### src/rtl/multiword_add_seq_pkg.sv
// Shared types and helpers for the sequential multi-precision adder/subtractor.
package mwadd_pkg;

  typedef enum logic [1:0] {
    S_IDLE = 2'd0,
    S_RUN  = 2'd1,
    S_DONE = 2'd2
  } state_t;

  // Word-index width; never narrower than one bit so WORDS=1 builds still elaborate
  function automatic int idx_width(input int words);
    int w;
    w = 1;
    while ((1 << w) < words) w++;
    return w;
  endfunction

endpackage

### src/rtl/multiword_add_seq_if.sv
// Operation handshake and result bus for multiword_add_seq.
// Carries the acc request only when MWADD_ACC_EN is defined.
interface multiword_add_seq_if
  import mwadd_pkg::*;
#(
  parameter int N     = 4,
  parameter int WORDS = 4
);
  localparam int W = N * WORDS;

  logic         start;
  logic         sub;
  logic [W-1:0] a;
  logic [W-1:0] b;
  logic         c_in;
`ifdef MWADD_ACC_EN
  logic         acc;
`endif
  logic         ready;
  logic         busy;
  logic         done;
  logic [W-1:0] sum;
  logic         c_out;
  logic         ovf;

  modport master (
`ifdef MWADD_ACC_EN
    output acc,
`endif
    output start, sub, a, b, c_in,
    input  ready, busy, done, sum, c_out, ovf
  );

  modport slave (
`ifdef MWADD_ACC_EN
    input  acc,
`endif
    input  start, sub, a, b, c_in,
    output ready, busy, done, sum, c_out, ovf
  );

endinterface

### src/rtl/multiword_add_seq_slice.sv
// One N-bit ripple adder slice; the sequencer reuses it once per operand word.
module multiword_add_seq_slice
  import mwadd_pkg::*;
#(
  parameter int N = 4
) (
  input  logic [N-1:0] a,
  input  logic [N-1:0] b,
  input  logic         c_in,
  output logic [N-1:0] sum,
  output logic         c_out
);

  assign {c_out, sum} = {1'b0, a} + {1'b0, b} + {{N{1'b0}}, c_in};

endmodule

### src/rtl/multiword_add_seq.sv
// Sequential N*WORDS-bit add/subtract over one N-bit slice, LS word first.
// Optional MWADD_ACC_EN: acc=1 on start takes operand A from the current sum.
//
//  state  | meaning
//  -------+-----------------------------------------------------------
//  IDLE   | waiting for start; ready=1
//  RUN    | one slice add per edge, word idx, carry chained in register
//  DONE   | one-cycle done pulse; ready=1, start here runs back-to-back
module multiword_add_seq
  import mwadd_pkg::*;
#(
  parameter int N     = 4,
  parameter int WORDS = 4
) (
  input  logic                clk,
  input  logic                reset,
  multiword_add_seq_if.slave  bus
);

  localparam int              IW       = idx_width(WORDS);
  localparam logic [IW-1:0]   LAST_IDX = IW'(WORDS - 1);

  state_t                     state;
  logic [IW-1:0]              idx;
  logic                       carry;
  logic [WORDS-1:0][N-1:0]    a_reg;
  logic [WORDS-1:0][N-1:0]    b_reg;
  logic [WORDS-1:0][N-1:0]    sum_r;
  logic [WORDS-1:0][N-1:0]    a_next;
  logic                       c_out_r;
  logic                       ovf_r;
  logic                       ready_r;
  logic                       busy_r;
  logic                       done_r;

  logic [N-1:0]               slice_sum;
  logic                       slice_cout;

`ifdef MWADD_ACC_EN
  assign a_next = bus.acc ? sum_r : bus.a;
`else
  assign a_next = bus.a;
`endif

  multiword_add_seq_slice #(.N(N)) u_slice (
    .a     (a_reg[idx]),
    .b     (b_reg[idx]),
    .c_in  (carry),
    .sum   (slice_sum),
    .c_out (slice_cout)
  );

  always_ff @(posedge clk or posedge reset) begin
    if (reset) begin
      state   <= S_IDLE;
      idx     <= '0;
      carry   <= 1'b0;
      a_reg   <= '0;
      b_reg   <= '0;
      sum_r   <= '0;
      c_out_r <= 1'b0;
      ovf_r   <= 1'b0;
      ready_r <= 1'b1;
      busy_r  <= 1'b0;
      done_r  <= 1'b0;
    end else begin
      done_r <= 1'b0;
      case (state)
        S_IDLE, S_DONE: begin
          ready_r <= 1'b1;
          busy_r  <= 1'b0;
          state   <= S_IDLE;
          if (bus.start) begin
            a_reg   <= a_next;
            b_reg   <= bus.sub ? ~bus.b : bus.b;
            // subtract is A + ~B + 1, so the inverted-operand +1 rides in as carry
            carry   <= bus.sub | bus.c_in;
            idx     <= '0;
            ready_r <= 1'b0;
            busy_r  <= 1'b1;
            state   <= S_RUN;
          end
        end
        S_RUN: begin
          sum_r[idx] <= slice_sum;
          carry      <= slice_cout;
          if (idx == LAST_IDX) begin
            c_out_r <= slice_cout;
            ovf_r   <= (a_reg[WORDS-1][N-1] == b_reg[WORDS-1][N-1]) &&
                       (slice_sum[N-1] != a_reg[WORDS-1][N-1]);
            done_r  <= 1'b1;
            ready_r <= 1'b1;
            busy_r  <= 1'b0;
            state   <= S_DONE;
          end else begin
            idx <= idx + IW'(1);
          end
        end
        default: begin
          ready_r <= 1'b1;
          busy_r  <= 1'b0;
          state   <= S_IDLE;
        end
      endcase
    end
  end

  assign bus.ready = ready_r;
  assign bus.busy  = busy_r;
  assign bus.done  = done_r;
  assign bus.sum   = sum_r;
  assign bus.c_out = c_out_r;
  assign bus.ovf   = ovf_r;

endmodule

### src/flat_wrapper.sv
// flat-port wrapper written by rule: the top's interface ports become plain ports
module multiword_add_seq_flat import mwadd_pkg::*;
#(
  parameter int N     = 4,
  parameter int WORDS = 4
)
  (clk, reset, bus_start, bus_sub, bus_a, bus_b, bus_c_in, bus_ready, bus_busy, bus_done, bus_sum, bus_c_out, bus_ovf);
  multiword_add_seq_if #(.N(N), .WORDS(WORDS)) bus_i ();
  input  logic clk;
  input  logic reset;
  input wire logic [$bits(bus_i.start)-1:0] bus_start;
  input wire logic [$bits(bus_i.sub)-1:0] bus_sub;
  input wire logic [$bits(bus_i.a)-1:0] bus_a;
  input wire logic [$bits(bus_i.b)-1:0] bus_b;
  input wire logic [$bits(bus_i.c_in)-1:0] bus_c_in;
  output wire logic [$bits(bus_i.ready)-1:0] bus_ready;
  output wire logic [$bits(bus_i.busy)-1:0] bus_busy;
  output wire logic [$bits(bus_i.done)-1:0] bus_done;
  output wire logic [$bits(bus_i.sum)-1:0] bus_sum;
  output wire logic [$bits(bus_i.c_out)-1:0] bus_c_out;
  output wire logic [$bits(bus_i.ovf)-1:0] bus_ovf;
  assign bus_i.start = bus_start;
  assign bus_i.sub = bus_sub;
  assign bus_i.a = bus_a;
  assign bus_i.b = bus_b;
  assign bus_i.c_in = bus_c_in;
  assign bus_ready = bus_i.ready;
  assign bus_busy = bus_i.busy;
  assign bus_done = bus_i.done;
  assign bus_sum = bus_i.sum;
  assign bus_c_out = bus_i.c_out;
  assign bus_ovf = bus_i.ovf;
  multiword_add_seq #(.N(N), .WORDS(WORDS)) u_core (.clk(clk), .reset(reset), .bus(bus_i));
endmodule
### config.mk
export PLATFORM = sky130hd
export DESIGN_NAME = multiword_add_seq_flat
export DESIGN_NICKNAME = d
export VERILOG_FILES = /design/src/rtl/multiword_add_seq_pkg.sv /design/src/rtl/multiword_add_seq_if.sv /design/src/rtl/multiword_add_seq_slice.sv /design/src/rtl/multiword_add_seq.sv /design/src/flat_wrapper.sv
export SDC_FILE = /design/constraint.sdc
export NUM_CORES = 1
export LEC_CHECK = 0
export CAP_MARGIN = 20
export CORE_ASPECT_RATIO = 1.4
export CORE_MARGIN = 3
export CORE_UTILIZATION = 46
export DETAILED_ROUTE_END_ITERATION = 7
export GPL_TIMING_DRIVEN = 0
export PLACE_DENSITY = 0.76
export REMOVE_ABC_BUFFERS = 1
export SYNTH_ARGS = -nofsm -noshare
export SYNTH_HDL_FRONTEND = slang
export SYNTH_SLANG_ARGS = --single-unit
### constraint.sdc
create_clock -name clk -period 2.6 [get_ports clk]
set_input_delay 0.52 -clock clk [delete_from_list [all_inputs] [get_ports clk]]
set_output_delay 0.52 -clock clk [all_outputs]
set_load 0.005 [all_outputs]
# --- Yosys cells after proc, flatten, opt, wreduce, memory -nomap -nowiden ---
# Index checks and enable logic that the tools add are counted.
totals:
  reg_bits: 58
  output_inout_bits: 21
classes:
  addsub: 3
  reduce_logical: 9
  n_lt_le_gt_ge: 2
  mux: 24
  eq_ne: 8
  bitwise_logic: 2
ops:
  columns: ["op", "count"]
  rows:
  - ["4-bit binary-select mux with 2-bit select", 2]
  - ["16-bit bitwise mux", 1]
  - ["16-bit two-way mux", 1]
  - ["16-bit inverter", 1]
  - ["4-bit two-way mux", 3]
  - ["4-bit demux with 2-bit select", 1]
  - ["1-bit two-way mux", 8]
  - ["2-bit one-hot mux with 2 select lines", 2]
  - ["2-bit two-way mux", 3]
  - ["1-bit one-hot mux with 2 select lines", 3]
  - ["2-bit AND reduction", 3]
  - ["4-bit by 4-bit adder with 5-bit output", 1]
  - ["5-bit by 1-bit adder with 5-bit output", 1]
  - ["2-bit equality test (second input constant)", 2]
  - ["2-bit inequality test (second input constant)", 2]
  - ["2-bit by 3-bit < comparator with 1-bit output (second input constant)", 1]
  - ["3-bit AND reduction", 1]
  - ["2-bit by 1-bit adder with 2-bit output (second input constant)", 1]
  - ["2-bit by 1-bit equality test with 1-bit output (second input constant)", 1]
  - ["2-bit by 1-bit >= comparator with 1-bit output (second input constant)", 1]
  - ["1-bit logical AND", 2]
  - ["2-bit zero test", 1]
  - ["2-bit by 1-bit inequality test with 1-bit output (second input constant)", 1]
  - ["2-bit nonzero test", 1]
  - ["4 further kinds", 4]

# --- Depth between registers and ports, before layout ---
logic_depth:
  word_depth: 6
  depth_mapped: 7

# --- Cells and area by module ---
# From an unflattened synthesis, not the netlist that was laid out.
unflattened:
  cells_unflattened: 205
  area_unflattened_um2: 2736.4
by_module_without_submodules:
  columns: ["module", "seq_area_each_um2", "n_inst", "cells_each", "area_per_inst_um2"]
  rows:
  - ["multiword_add_seq", 1427.6, 1, 189, 2592.5]
  - ["multiword_add_seq_slice", 0.0, 1, 16, 143.9]

# --- Worst setup path after synthesis ---
# No wires, ideal clock.
synth_timing:
  kind: "flip-flop to flip-flop"
  start: "reg u_core.idx[1]"
  end: "reg u_core.carry"
  path_slack_ps: 176
  required_time_ps: 2472
  setup_time_ps: 128
  period_less_slack_ps: 2424
  arrival_time_ps: 2296
  path_stages_with_launch: 8
  path_buffers: 1
  cell_sequence: "dfrtp_1 buf_2 mux4_2 fa_1 fa_1 a21o_1 a21oi_1 mux2i_1"
synth_via:
  elab_chain_cells: 5
synth_lines:
  columns: ["item", "line", "source"]
  rows:
  - ["start: declaration", "multiword_add_seq.sv:24", "logic [IW-1:0] idx;"]
  - ["start signal: assignment", "multiword_add_seq.sv:96", "idx <= idx + IW'(1);"]
  - ["4-bit binary-select mux with 2-bit select, on equally long branches", "multiword_add_seq.sv:46, multiword_add_seq.sv:47", null]
  - ["4-bit two-way mux, on equally long branches", "multiword_add_seq.sv:46, multiword_add_seq.sv:47", null]
  - ["4-bit by 4-bit adder with 5-bit output *", "multiword_add_seq_slice.sv:14", "assign {c_out, sum} = {1'b0, a} + {1'b0, b} + {{N{1'b0}}, c_in};"]
  - ["5-bit by 1-bit adder with 5-bit output *", "multiword_add_seq_slice.sv:14", null]
  - ["1-bit one-hot mux with 2 select lines *", "multiword_add_seq.sv:68", "case (state)"]
  - ["end signal: assignment", "multiword_add_seq.sv:77", "carry <= bus.sub | bus.c_in;"]
  - ["end signal: assignment", "multiword_add_seq.sv:86", "carry <= slice_cout;"]
  - ["end: declaration", "multiword_add_seq.sv:25", "logic carry;"]
# Every way passes the cells marked *; elsewhere a longest branch is shown, timed or not. The select of a mux whose other input is x is not followed.
# A chain may end at the register's enable or synchronous reset.

# --- Worst setup path after layout ---
layout_timing:
  start: "reg u_core.idx[0]"
  end: "reg u_core.carry"
# The elaborated chain is that of the path after synthesis.

==> flow_summary.yaml <==
sta:
  timing.final.ws_setup_ns: 0.0714
  fmax_mhz: 395
  hold_violations: 0
  skew_ns: 0.00496
  rsz0062_at_grt: "no"
  min_period_over_period: 0.973
  worst_pin_slew_ns: 0.923
  period_needed_ns: 2.53
  report.final.slew_viol_count: 0
  timing.slew.headroom: 0.383
  fin_hold_ws_ns: 0.475
  setup_viol: 0
synthesis:
  ys_warn_count: 0
  synthCells: 217
  synth.distinct_cells: 33
  syn-mean-instance-area_um2: 12.4
  syn-cell-area_um2: 2700
  seq_area_frac_synth: 0.529
  synth_seq_cells: 57
layout:
  area_growth_pct: 30.5
  mostFrequentLayoutCells: "clkdlybuf4s50_1 (57), dfrtp_1 (54), nand2_1 (38)"
  fin_util: 0.629
  layoutNonFillerInstCount: 353
  drive_above_1_share: 0.211
  antenna_cells: 0
  final_common_cell: "clkdlybuf4s50_1"
  final_nets: 327
setup_path:
  setup.worst_path.end_class: "flip-flop"
  startpoint_type: "flip-flop"
  critPathSlowestCell: "dfrtp_4"
  cp_top_family: "adder cells"
  required_ns: 2.79
  path_class: "flip-flop to flip-flop"
  crit_arrival_ns: 2.72
  crit_chain: "buf_4 -> mux4_2 -> fa_1 -> fa_1 -> a21o_1 -> a21oi_1 -> mux2i_1"
  crit_path_frequent_cell: "fa_1"
  rr_endpoint: "u_core.carry"
  regToRegStartpoint: "u_core.idx[0]"
  reg2reg_depth: 7
  crit_fanout: 4
  slowest_delay_ns: 0.50
  reg2reg_setup_slack_ns: 0.07
  path_buf_inv: 1
routing:
  dr_total_vias: 1766
  drc: 0
  wl_per_cell_um: 14.1
  postRouteAntennaNets: 0
  dr.first_iter.drc_count: 84
  wl_mm: 4.96
  via_per_inst: 5.00
  drtPass1Iterations: 4
floorplanning:
  ioPinCount: 58
  die_h_um: 96.7
  core-area_um2: 5610
  die_area_um2: 6840
  die_w_um: 70.8
  row_count: 32
  initial_utilization: 0.482
cts:
  htreeDepth: 3
  path_clk_slew_ns: 0.06
  cts.path.max_buffers: 2
  cts_buffers: 9
  clk_latency_ns: 0.32
  clock-root-buffer: "clkbuf_8"
  hold_buffers: 0
  cts_sinks: 57
  cts_tree: "built"
grt:
  overflow: 0
  busiest_layer: "met2"
  antenna_found_initial: 0
  track_usage: 0.156
  met1_usage: 0.196
  grt_max_degree: 55
  grt_pass1_wl_mm: 8.39
  use_met3: 0.0374
  grt_pass1_vias: 1809
  gr-usage-met2: 0.259
place:
  dpl.cell_count: 332
  hpwl_mm: 3.63
  io_buffers: 57
  gp_congestion: 0.730
  pre_cts_ws_ns: -0.317
status:
  status: "complete, no violations"
hold_path:
  min_path_type: "flip-flop to flip-flop"
  hold-path-endpoint: "u_core.b_reg[13]"
  min_from: "u_core.b_reg[13]"
  min_path_cells: 2
power_and_ir_drop:
  peakVddDrop_uv: 609
  leakagePower_nw: 1.55
  power.total_mw: 4.73
  p_per_area_nw_per_um2: 1340
job:
  max-cap-violations: 0
## synthesized netlist by cell type (all sizes together)
| cell type | instances | area, µm² |
|---|---|---|
| or3 | 1 | 6.26 |
| dfstp | 1 | 26.3 |
| and2b | 1 | 8.76 |
| xor2 | 1 | 16.3 |
| nand2b | 2 | 20.0 |
| fa | 2 | 40.0 |
| nor3b | 1 | 7.51 |
| clkbuf | 2 | 17.5 |
| ha | 7 | 87.6 |
| mux4 | 8 | 188 |
| a21oi | 3 | 26.3 |
| nor2 | 3 | 11.3 |
| nand3 | 4 | 25.0 |
| o21a | 1 | 7.51 |
| mux2 | 22 | 248 |
| xnor2 | 17 | 149 |
| inv | 6 | 22.5 |
| o211ai | 1 | 7.51 |
| buf | 9 | 72.6 |
| nand2 | 38 | 143 |
| dfrtp | 56 | 1400 |
| a211o | 1 | 8.76 |
| mux2i | 1 | 10.0 |
| o21ai | 27 | 135 |
| a21o | 2 | 15.0 |
## cell families (layout without fill, tap and decap cells)
group / Yosys count / after routing / share of synthesized area
flops: 57 / 57 / 0.529
simple gates: 50 / 50 / 0.0820
compound gates: 35 / 35 / 0.0741
mux: 31 / 31 / 0.165
xor+xnor: 18 / 18 / 0.0612
buf+inv: 17 / 85 / 0.0417
fa+ha+maj: 9 / 9 / 0.0473
## metal layers
metal / share of wire / vias up
met1: 0.42 / 851
met4: 0.016 / 0
met5: 0 / -
met2: 0.52 / 40
li1: - / 868
met3: 0.042 / 7
## through the flow
stage / area [µm²] / setup TNS, ns
global route: 3520 / 0
CTS: 3520 / 0
global placement: 3270 / -18.91
detailed placement: 3290 / -2.76
finish: 3520 / 0
floorplan: 2610 / 0
## worst register-to-register path: stages, from the launching register on
cell and delay, ns:
dfrtp_4 0.50, buf_4 0.16, mux4_2 0.31, fa_1 0.46, fa_1 0.44, a21o_1 0.20
a21oi_1 0.22, mux2i_1 0.11
## power breakdown
| part | switching [mW] | internal [mW] | total [mW] | leakage (nW) |
|---|---|---|---|---|
| registers | 0.238 | 1.34 | 1.58 | 0.690 |
| clock network | 0.318 | 0.413 | 0.731 | 0.0980 |
| logic | 1.14 | 1.27 | 2.41 | 0.766 |
| total | 1.70 | 3.03 | 4.73 | 1.55 |
## worst max path at each step
| stage | startpoint | to | depth (start not counted) |
|---|---|---|---|
| CTS | u_core.idx[0] | u_core.carry | 7 |
| floorplan | u_core.idx[0] | u_core.bus.c_out | 6 |
| finish | u_core.idx[0] | u_core.carry | 7 |
| detailed placement | u_core.idx[0] | u_core.bus.sum[14] | 5 |
| global route | u_core.idx[0] | u_core.carry | 7 |
| global placement | reset | u_core.a_reg[7] | 2 |
## area by class of cell
| class | count | area, µm² |
|---|---|---|
| tap | 68 | 85.1 |
| clock inverter | 3 | 15.0 |
| clock buffer | 12 | 165 |
| multi-input combinational | 143 | 1170 |
| fill | 469 | 2080 |
| inverter | 6 | 22.5 |
| sequential | 57 | 1430 |
| timing repair buffer | 64 | 636 |
## what timing repair did
item	4_1_cts	5_1_grt
setup endpoints to repair	13	0
resized for setup	4	0
buffers inserted	6	0
No activity file was read; power rests on OpenSTA's default activity.
